--- src/rtl/triangle_mem_loader_pkg.sv ---
// rt_mem_pkg: types and constants shared by the triangle memory loader.
//   load_state_e : loader FSM states
//   load_err_e   : codes reported on the loader err port
//   *_LSB        : bit offsets of the 32-bit fields inside a 128-bit MC beat
//                  (same layout the triangle memory decodes)
package rt_mem_pkg;

    typedef enum logic [3:0] {
        ST_IDLE,
        ST_HDR_V,
        ST_CHECK,
        ST_IDX_COL,
        ST_IDX_SEND,
        ST_SEP_SEND,
        ST_VTX_COL,
        ST_VTX_SEND,
        ST_TERM_SEND,
        ST_DONE_SEND
    } load_state_e;

    typedef enum logic [1:0] {
        ERR_NONE    = 2'd0,
        ERR_SID     = 2'd1,
        ERR_RANGE   = 2'd2,
        ERR_TIMEOUT = 2'd3
    } load_err_e;

    localparam logic [31:0] MC_VERTEX_FLAG = 32'h1;
    localparam int unsigned LANE_W         = 32;

    // Index beat: {sid, idx2, idx1, idx0}
    localparam int unsigned IDX0_LSB  = 0;
    localparam int unsigned IDX1_LSB  = 32;
    localparam int unsigned IDX2_LSB  = 64;
    localparam int unsigned SID_LSB   = 96;

    // Vertex beat: {flag, z, y, x}
    localparam int unsigned VX_LSB    = 0;
    localparam int unsigned VY_LSB    = 32;
    localparam int unsigned VZ_LSB    = 64;
    localparam int unsigned VFLAG_LSB = 96;

    function automatic logic is_send(input load_state_e s);
        return (s == ST_IDX_SEND) || (s == ST_SEP_SEND) || (s == ST_VTX_SEND) ||
               (s == ST_TERM_SEND) || (s == ST_DONE_SEND);
    endfunction

    function automatic logic takes_words(input load_state_e s);
        return (s == ST_IDLE) || (s == ST_HDR_V) || (s == ST_IDX_COL) || (s == ST_VTX_COL);
    endfunction

endpackage

--- src/rtl/triangle_mem_loader_if.sv ---
// Scene-stream input and MC write port of the triangle memory loader.
//   in_data/in_valid/in_ready : 32-bit scene word stream (valid/ready)
//   data_MC/we_MC/done_MC     : 128-bit beat, beat strobe, final-beat marker
//   rdy_MC                    : credit return from the memory
// master = the loader, slave = host stream source plus memory.
interface triangle_mem_loader_if;
    logic [31:0]  in_data;
    logic         in_valid;
    logic         in_ready;
    logic [127:0] data_MC;
    logic         we_MC;
    logic         done_MC;
    logic         rdy_MC;

    modport master (
        input  in_data, in_valid, rdy_MC,
        output in_ready, data_MC, we_MC, done_MC
    );

    modport slave (
        output in_data, in_valid, rdy_MC,
        input  in_ready, data_MC, we_MC, done_MC
    );
endinterface

--- src/rtl/triangle_mem_loader_credit.sv ---
// mc_credit_tracker: owns the single MC write credit, gates the beat strobe
// and bounds the wait for credit.
//   arm     in  : loader is in a state where a fresh load may start (credit restored)
//   send    in  : loader is presenting a beat
//   rdy_MC  in  : credit return (level or one-cycle pulse)
//   we_MC   out : beat strobe, combinational so a beat can go in the cycle rdy_MC rises
//   timeout out : TIMEOUT consecutive send cycles passed without a beat
module mc_credit_tracker
#(
    parameter int unsigned TIMEOUT = 1024
) (
    input  logic clk,
    input  logic rst_n,
    input  logic arm,
    input  logic send,
    input  logic rdy_MC,
    output logic we_MC,
    output logic timeout
);

    logic        credit;
    logic [31:0] wd_cnt;

    assign we_MC   = send & (credit | rdy_MC);
    // Fires on the TIMEOUT-th stalled cycle so the abort lands on that edge.
    assign timeout = send & ~we_MC & (wd_cnt == TIMEOUT - 32'd1);

    always_ff @(posedge clk or negedge rst_n) begin
        if (!rst_n) begin
            credit <= 1'b1;
            wd_cnt <= '0;
        end else begin
            // A return seen while no beat is issued is banked, so a pulse
            // arriving during a collect phase is not lost.
            if (arm)
                credit <= 1'b1;
            else if (we_MC)
                credit <= 1'b0;
            else if (rdy_MC)
                credit <= 1'b1;

            if (arm || we_MC)
                wd_cnt <= '0;
            else if (send)
                wd_cnt <= wd_cnt + 32'd1;
        end
    end

endmodule

--- src/rtl/triangle_mem_loader.sv ---
// triangle_mem_loader: packs the host scene word stream into 128-bit MC beats
// and writes them to the triangle memory load port.
//   clk, rst_n : clock, asynchronous active-low reset
//   bus        : scene stream in, MC write port out (triangle_mem_loader_if.master)
//   busy       : load in progress (any state but IDLE)
//   load_done  : one-cycle pulse after the done beat is accepted
//   err        : last load error, sticky until the next header word
//
// state     | meaning
// ----------+----------------------------------------------------------
// IDLE      | wait for header word T
// HDR_V     | wait for header word V
// CHECK     | range-check T and V, no words taken
// IDX_COL   | collect idx0, idx1, idx2, sid into lanes 0..3
// IDX_SEND  | present index beat until credit
// SEP_SEND  | present zero separator beat
// VTX_COL   | collect x, y, z into lanes 0..2, lane 3 = vertex flag
// VTX_SEND  | present vertex beat until credit
// TERM_SEND | present zero terminator beat
// DONE_SEND | present zero beat with done_MC
module triangle_mem_loader
    import rt_mem_pkg::*;
#(
    parameter int unsigned NUM_TRIANGLE = 512,
    parameter int unsigned NUM_VERTEX   = 4 * NUM_TRIANGLE,
    parameter int unsigned TIMEOUT      = 1024
) (
    input  logic                 clk,
    input  logic                 rst_n,
    triangle_mem_loader_if.master bus,
    output logic                 busy,
    output logic                 load_done,
    output logic [1:0]           err
);

    load_state_e  state, next_state;
    logic [31:0]  t_cnt;
    logic [31:0]  v_cnt;
    logic [1:0]   lane;
    logic [127:0] data_q;
    logic         done_q;
    logic         in_ready_q;
    logic         busy_q;
    logic         load_done_q;
    load_err_e    err_q;

    logic send, arm, we, timeout, accept, range_bad;

    assign accept    = bus.in_valid & in_ready_q;
    assign send      = is_send(state);
    assign arm       = (state == ST_IDLE) || (state == ST_CHECK);
    assign range_bad = (t_cnt == '0) || (t_cnt > NUM_TRIANGLE) ||
                       (v_cnt == '0) || (v_cnt > NUM_VERTEX);

    assign bus.in_ready = in_ready_q;
    assign bus.data_MC  = data_q;
    assign bus.done_MC  = done_q;
    assign bus.we_MC    = we;
    assign busy         = busy_q;
    assign load_done    = load_done_q;
    assign err          = err_q;

    mc_credit_tracker #(.TIMEOUT(TIMEOUT)) u_credit (
        .clk     (clk),
        .rst_n   (rst_n),
        .arm     (arm),
        .send    (send),
        .rdy_MC  (bus.rdy_MC),
        .we_MC   (we),
        .timeout (timeout)
    );

    always_ff @(posedge clk or negedge rst_n) begin
        if (!rst_n)
            state <= ST_IDLE;
        else
            state <= next_state;
    end

    always_comb begin
        next_state = state;
        case (state)
            ST_IDLE:      if (accept) next_state = ST_HDR_V;
            ST_HDR_V:     if (accept) next_state = ST_CHECK;
            ST_CHECK:     next_state = range_bad ? ST_IDLE : ST_IDX_COL;
            ST_IDX_COL:
                if (accept && lane == 2'd3)
                    next_state = (bus.in_data == '0) ? ST_IDLE : ST_IDX_SEND;
            ST_IDX_SEND:
                if (timeout)  next_state = ST_IDLE;
                else if (we)  next_state = (t_cnt == 32'd1) ? ST_SEP_SEND : ST_IDX_COL;
            ST_SEP_SEND:
                if (timeout)  next_state = ST_IDLE;
                else if (we)  next_state = ST_VTX_COL;
            ST_VTX_COL:   if (accept && lane == 2'd2) next_state = ST_VTX_SEND;
            ST_VTX_SEND:
                if (timeout)  next_state = ST_IDLE;
                else if (we)  next_state = (v_cnt == 32'd1) ? ST_TERM_SEND : ST_VTX_COL;
            ST_TERM_SEND:
                if (timeout)  next_state = ST_IDLE;
                else if (we)  next_state = ST_DONE_SEND;
            ST_DONE_SEND:
                if (timeout || we) next_state = ST_IDLE;
            default:      next_state = ST_IDLE;
        endcase
    end

    // in_ready and busy are registered from next_state so they read 0 while
    // in reset yet still track the current state exactly.
    always_ff @(posedge clk or negedge rst_n) begin
        if (!rst_n) begin
            t_cnt       <= '0;
            v_cnt       <= '0;
            lane        <= '0;
            data_q      <= '0;
            done_q      <= 1'b0;
            in_ready_q  <= 1'b0;
            busy_q      <= 1'b0;
            load_done_q <= 1'b0;
            err_q       <= ERR_NONE;
        end else begin
            in_ready_q  <= takes_words(next_state);
            busy_q      <= (next_state != ST_IDLE);
            load_done_q <= 1'b0;

            case (state)
                ST_IDLE:
                    if (accept) begin
                        t_cnt <= bus.in_data;
                        err_q <= ERR_NONE;
                    end
                ST_HDR_V:
                    if (accept) v_cnt <= bus.in_data;
                ST_CHECK: begin
                    lane <= '0;
                    if (range_bad) err_q <= ERR_RANGE;
                end
                ST_IDX_COL:
                    if (accept) begin
                        data_q[{lane, 5'd0} +: LANE_W] <= bus.in_data;
                        lane <= lane + 2'd1;
                        if (lane == 2'd3 && bus.in_data == '0) err_q <= ERR_SID;
                    end
                ST_IDX_SEND:
                    if (we) begin
                        t_cnt <= t_cnt - 32'd1;
                        // Last index beat: the separator beat that follows is all zero.
                        if (t_cnt == 32'd1) data_q <= '0;
                    end
                ST_VTX_COL:
                    if (accept) begin
                        data_q[{lane, 5'd0} +: LANE_W] <= bus.in_data;
                        if (lane == 2'd2) begin
                            data_q[VFLAG_LSB +: LANE_W] <= MC_VERTEX_FLAG;
                            lane <= '0;
                        end else begin
                            lane <= lane + 2'd1;
                        end
                    end
                ST_VTX_SEND:
                    if (we) begin
                        v_cnt <= v_cnt - 32'd1;
                        if (v_cnt == 32'd1) data_q <= '0;
                    end
                ST_TERM_SEND:
                    if (we) done_q <= 1'b1;
                ST_DONE_SEND:
                    if (we) begin
                        done_q      <= 1'b0;
                        load_done_q <= 1'b1;
                    end
                default: ;
            endcase

            if (timeout) begin
                err_q  <= ERR_TIMEOUT;
                done_q <= 1'b0;
            end
        end
    end

endmodule

--- src/flat_wrapper.sv ---
// flat-port wrapper written by rule: the top's interface ports become plain ports
module triangle_mem_loader_flat import rt_mem_pkg::*;
#(
    parameter int unsigned NUM_TRIANGLE = 512,
    parameter int unsigned NUM_VERTEX   = 4 * NUM_TRIANGLE,
    parameter int unsigned TIMEOUT      = 1024
)
  (clk, rst_n, busy, load_done, err, bus_in_data, bus_in_valid, bus_rdy_MC, bus_in_ready, bus_data_MC, bus_we_MC, bus_done_MC);
  triangle_mem_loader_if bus_i ();
  input  logic clk;
  input  logic rst_n;
  output logic busy;
  output logic load_done;
  output logic [1:0] err;
  input wire logic [$bits(bus_i.in_data)-1:0] bus_in_data;
  input wire logic [$bits(bus_i.in_valid)-1:0] bus_in_valid;
  input wire logic [$bits(bus_i.rdy_MC)-1:0] bus_rdy_MC;
  output wire logic [$bits(bus_i.in_ready)-1:0] bus_in_ready;
  output wire logic [$bits(bus_i.data_MC)-1:0] bus_data_MC;
  output wire logic [$bits(bus_i.we_MC)-1:0] bus_we_MC;
  output wire logic [$bits(bus_i.done_MC)-1:0] bus_done_MC;
  assign bus_i.in_data = bus_in_data;
  assign bus_i.in_valid = bus_in_valid;
  assign bus_i.rdy_MC = bus_rdy_MC;
  assign bus_in_ready = bus_i.in_ready;
  assign bus_data_MC = bus_i.data_MC;
  assign bus_we_MC = bus_i.we_MC;
  assign bus_done_MC = bus_i.done_MC;
  triangle_mem_loader #(.NUM_TRIANGLE(NUM_TRIANGLE), .NUM_VERTEX(NUM_VERTEX), .TIMEOUT(TIMEOUT)) u_core (.clk(clk), .rst_n(rst_n), .bus(bus_i), .busy(busy), .load_done(load_done), .err(err));
endmodule
--- config.mk ---
export PLATFORM = sky130hd
export DESIGN_NAME = triangle_mem_loader_flat
export DESIGN_NICKNAME = d
export VERILOG_FILES = /design/src/rtl/triangle_mem_loader_pkg.sv /design/src/rtl/triangle_mem_loader_if.sv /design/src/rtl/triangle_mem_loader_credit.sv /design/src/rtl/triangle_mem_loader.sv /design/src/flat_wrapper.sv
export SDC_FILE = /design/constraint.sdc
export NUM_CORES = 1
export LEC_CHECK = 0
export ABC_CLOCK_PERIOD_IN_PS = 3300
export BUFFER_PORTS_ARGS = -buffer_cell sky130_fd_sc_hd__buf_2
export CORE_AREA = 5 5 176 178
export DETAILED_ROUTE_END_ITERATION = 12
export DIE_AREA = 0 0 181 183
export GPL_ROUTABILITY_DRIVEN = 0
export PLACE_DENSITY = 0.59
export SETUP_SLACK_MARGIN = 0.4
export SLEW_MARGIN = 5
export SYNTH_ARGS = -nofsm -noshare
export SYNTH_HDL_FRONTEND = slang
export SYNTH_SLANG_ARGS = --single-unit
export TNS_END_PERCENT = 10
--- constraint.sdc ---
create_clock -name clk -period 3.3 [get_ports clk]
set_input_delay 0.165 -clock clk [delete_from_list [all_inputs] [get_ports clk]]
set_output_delay 0.165 -clock clk [all_outputs]
set_load 0.005 [all_outputs]
==> impl_metrics.csv <==
group,metric,value,unit
sta,relSlewSlack,48.9,%
power_and_ir_drop,peakVddDrop,394,uV
logic_synthesis,synth_warnings,0,
floorplanning,coreArea,0.0292,mm2
sta,skew,0.0152,ns
cts,path_clk_slew,0.06,ns
logic_synthesis,synth_nets,1208,
worst_setup_path,cp_slowest_cell,"or4_4",
grt,grt_max_degree,96,
cells_and_area,post-route-util,48.6,%
cells_and_area,fin_nets,1404,
worst_setup_path,timing.critical_path.from,"u_core.t_cnt[7]",
min_path,hold_path.class,"in -> reg",
sta,hold_viol_final,0,
floorplanning,std_cell_rows,63,
worst_setup_path,reg2reg_depth,9,
cells_and_area,layout_commonest_cell,"dfrtp_1",
grt,overflow,0,
place,portBuffers,170,
power_and_ir_drop,power_density,771,mW/mm2
sta,finalMaxSlewViolations,0,
route,first_pass_iters,6,
floorplanning,initial_utilization,39.3,%
route,vias_per_cell,5.85,
logic_synthesis,synth_edf_count,0,
grt,grt_usage,21.7,%
min_path,min-delay-start,"bus_in_data[29]",
worst_setup_path,r2r-end,"u_core.bus.data_MC[125]",
worst_setup_path,critPathMaxStageDelay,0.54,ns
logic_synthesis,syn_area,0.0115,mm2
cts,cts_buffers,26,
floorplanning,ios,171,
logic_synthesis,avgSynthCellArea,9.92,um2
worst_setup_path,reg2reg_slack,0.43,ns
sta,finalCritPeriodShare,87.0,%
route,drt_first_iter_violations,953,
logic_synthesis,ys_seq_elements,237,
worst_setup_path,start_kind,"flop",
status,status,"completed",
place,dp_hpwl,25.2,mm
worst_setup_path,cp_max_fo,10,
grt,grt_pass1_vias,10000,
route,ant_nets,0,
grt,antenna_found_initial,0,
worst_setup_path,critPathKind,"reg -> reg",
route,drc,0,
route,wl_per_cell,20.9,um
route,routed_wl,36.9,mm
floorplanning,die_width,181,um
cts,cts_tree,"done",
cells_and_area,mostFrequentLayoutCells,"dfrtp_1, buf_2, a22o_1",
sta,layout_min_cycle_time,2.87,ns
worst_setup_path,cp-end-kind,"flop",
worst_setup_path,cp_common_cell,"or4_4",
cells_and_area,synthToLayoutAreaGrowth,23.6,%
grt,grt_pass1_wl,58.8,mm
power_and_ir_drop,leakage,6.39,nW
worst_setup_path,path_cells,"or4_4, or4_4, o31a_1, a211oi_2, buf_4, nor3b_4, buf_6, bufbuf_16, a22o_1",
floorplanning,fp.dieArea,0.0331,mm2
worst_setup_path,required,3.79,ns
worst_setup_path,rr_startpoint,"u_core.t_cnt[7]",
cts,clockBufferDepth,3,
worst_setup_path,crit_path_end,"u_core.bus.data_MC[125]",
floorplanning,die_h,183,um
logic_synthesis,synth_cell_type_count,70,
sta,rsz0062_at_grt,"true",
cts,clock_latency,0.55,ns
cts,clockRootBuffer,"clkbuf_16",
logic_synthesis,synth-main-ff-cell,"dfrtp_1",
sta,setup_viol,0,
cells_and_area,n_antenna_cell,0,
route,vias,10300,
cts,h-tree-depth,1,
logic_synthesis,seq_area_frac_synth,51.6,%
cells_and_area,drive_above_1_share,22.8,%
cts,cts.sinks,237,
sta,fin_tns_setup,0,ns
sta,worst_pin_slew,0.767,ns
flow_run,cap_violations,0,
worst_setup_path,cp.arrival,3.36,ns
logic_synthesis,async_flop_share,100,%
logic_synthesis,syn_inst,1159,
sta,max_freq,0.348,GHz
what timing repair did:
item,in CTS,in global routing
resized for setup,10,10
buffers inserted,7,7
endpoints found under the hold margin,104,0
gates cloned,1,0
pin swaps,1,5
hold buffers,8,0
endpoints found under the setup margin,127,105
per-layer routing:
| metal | wire length, um | global-route usage (%) | vias up |
|---|---|---|---|
| li1 | - | - | 4779 |
| met1 | 16600 | 30.3 | 5093 |
| met5 | 0 | 0 | - |
| met3 | 2300 | 4.03 | 74 |
| met4 | 1270 | 6.54 | 0 |
| met2 | 16700 | 34.9 | 382 |
registers in the layout, summed over array words and instances (netlist names):
register                flops
u_core.bus.data_MC        128
u_core.busy                 1
u_core.err                  2
u_core.state                4
u_core.u_credit.credit      1
u_core.load_done            1
u_core.bus.in_ready         1
u_core.lane                 2
u_core.bus.done_MC          1
u_core.u_credit.wd_cnt     32
u_core.v_cnt               32
u_core.t_cnt               32
worst max-delay path, delay by kind of cell, from the launching register on:
kind,cells,cell delay [ns]
flops,1,0.41
compound gates,3,0.55
simple gates,3,1.27
buf+inv,3,0.59
area by class of cell:
type                       instances  area (um2)
sequential                       237        5940
fill                            2761       15000
tap                              390         488
timing repair buffer             239        1490
inverter                          16        60.1
clock buffer                      36         748
multi-input combinational        835        5340
clock inverter                    11         145
power by group:
group          internal, W  switching, W  total (W)  leakage [nW]
clock              0.00182       0.00123    0.00305         0.445
sequential         0.00381      0.000869    0.00467          3.12
combinational      0.00151       0.00172    0.00322          2.82
cells by family (layout without fill, tap and decap cells):
group                    Yosys count  count (layout)  synth area share (%)
AND/OR/NAND/NOR                  421             421                  18.8
AO/OA/AOI/OAI                    366             366                  22.4
flip-flops                       237             237                  51.6
buffers and inverters             87             302                  3.00
XOR/XNOR                          25              25                  1.91
adder cells (fa/ha/maj)           14              14                  1.50
multiplexers                       9               9                 0.795
per-stage QoR:
stage	std cells	total power, W	setup slack (ns)	hold slack (ns)	instance area, um2
floorplan	1159	0.00634	0.585	-0.131	11500
global placement	1694	0.00772	0.269	0.241	13000
detailed placement	1694	0.00779	0.229	0.238	13000
CTS	1757	0.0109	0.393	0.000863	14100
global route	1764	0.0116	0.320	0.00241	14200
finish	1764	0.0109	0.429	0.00246	14200
cell usage after synthesis, drive strengths merged (17+ instances only):
cell type,number,area (um2)
a21oi,83,415
nor2,100,375
clkbuf,59,221
nand2,94,353
nand3,32,160
a22o,128,1120
nor3,38,190
or3,22,138
o22ai,17,106
o21ai,66,330
dfrtp,236,5910
nor4,47,294
or4,19,146
worst min path at each step:
stage,cells past startpoint,endpoint,slack (ns)
2_1_floorplan,0,u_core.bus.data_MC[0],-0.13
3_3_place_gp,1,u_core.bus.data_MC[31],0.24
3_5_place_dp,1,u_core.bus.data_MC[28],0.24
4_1_cts,2,u_core.bus.data_MC[29],0.0009
5_1_grt,2,u_core.bus.data_MC[125],0.002
6_report,2,u_core.bus.data_MC[29],0.002
No activity file was read; power rests on OpenSTA's default activity.
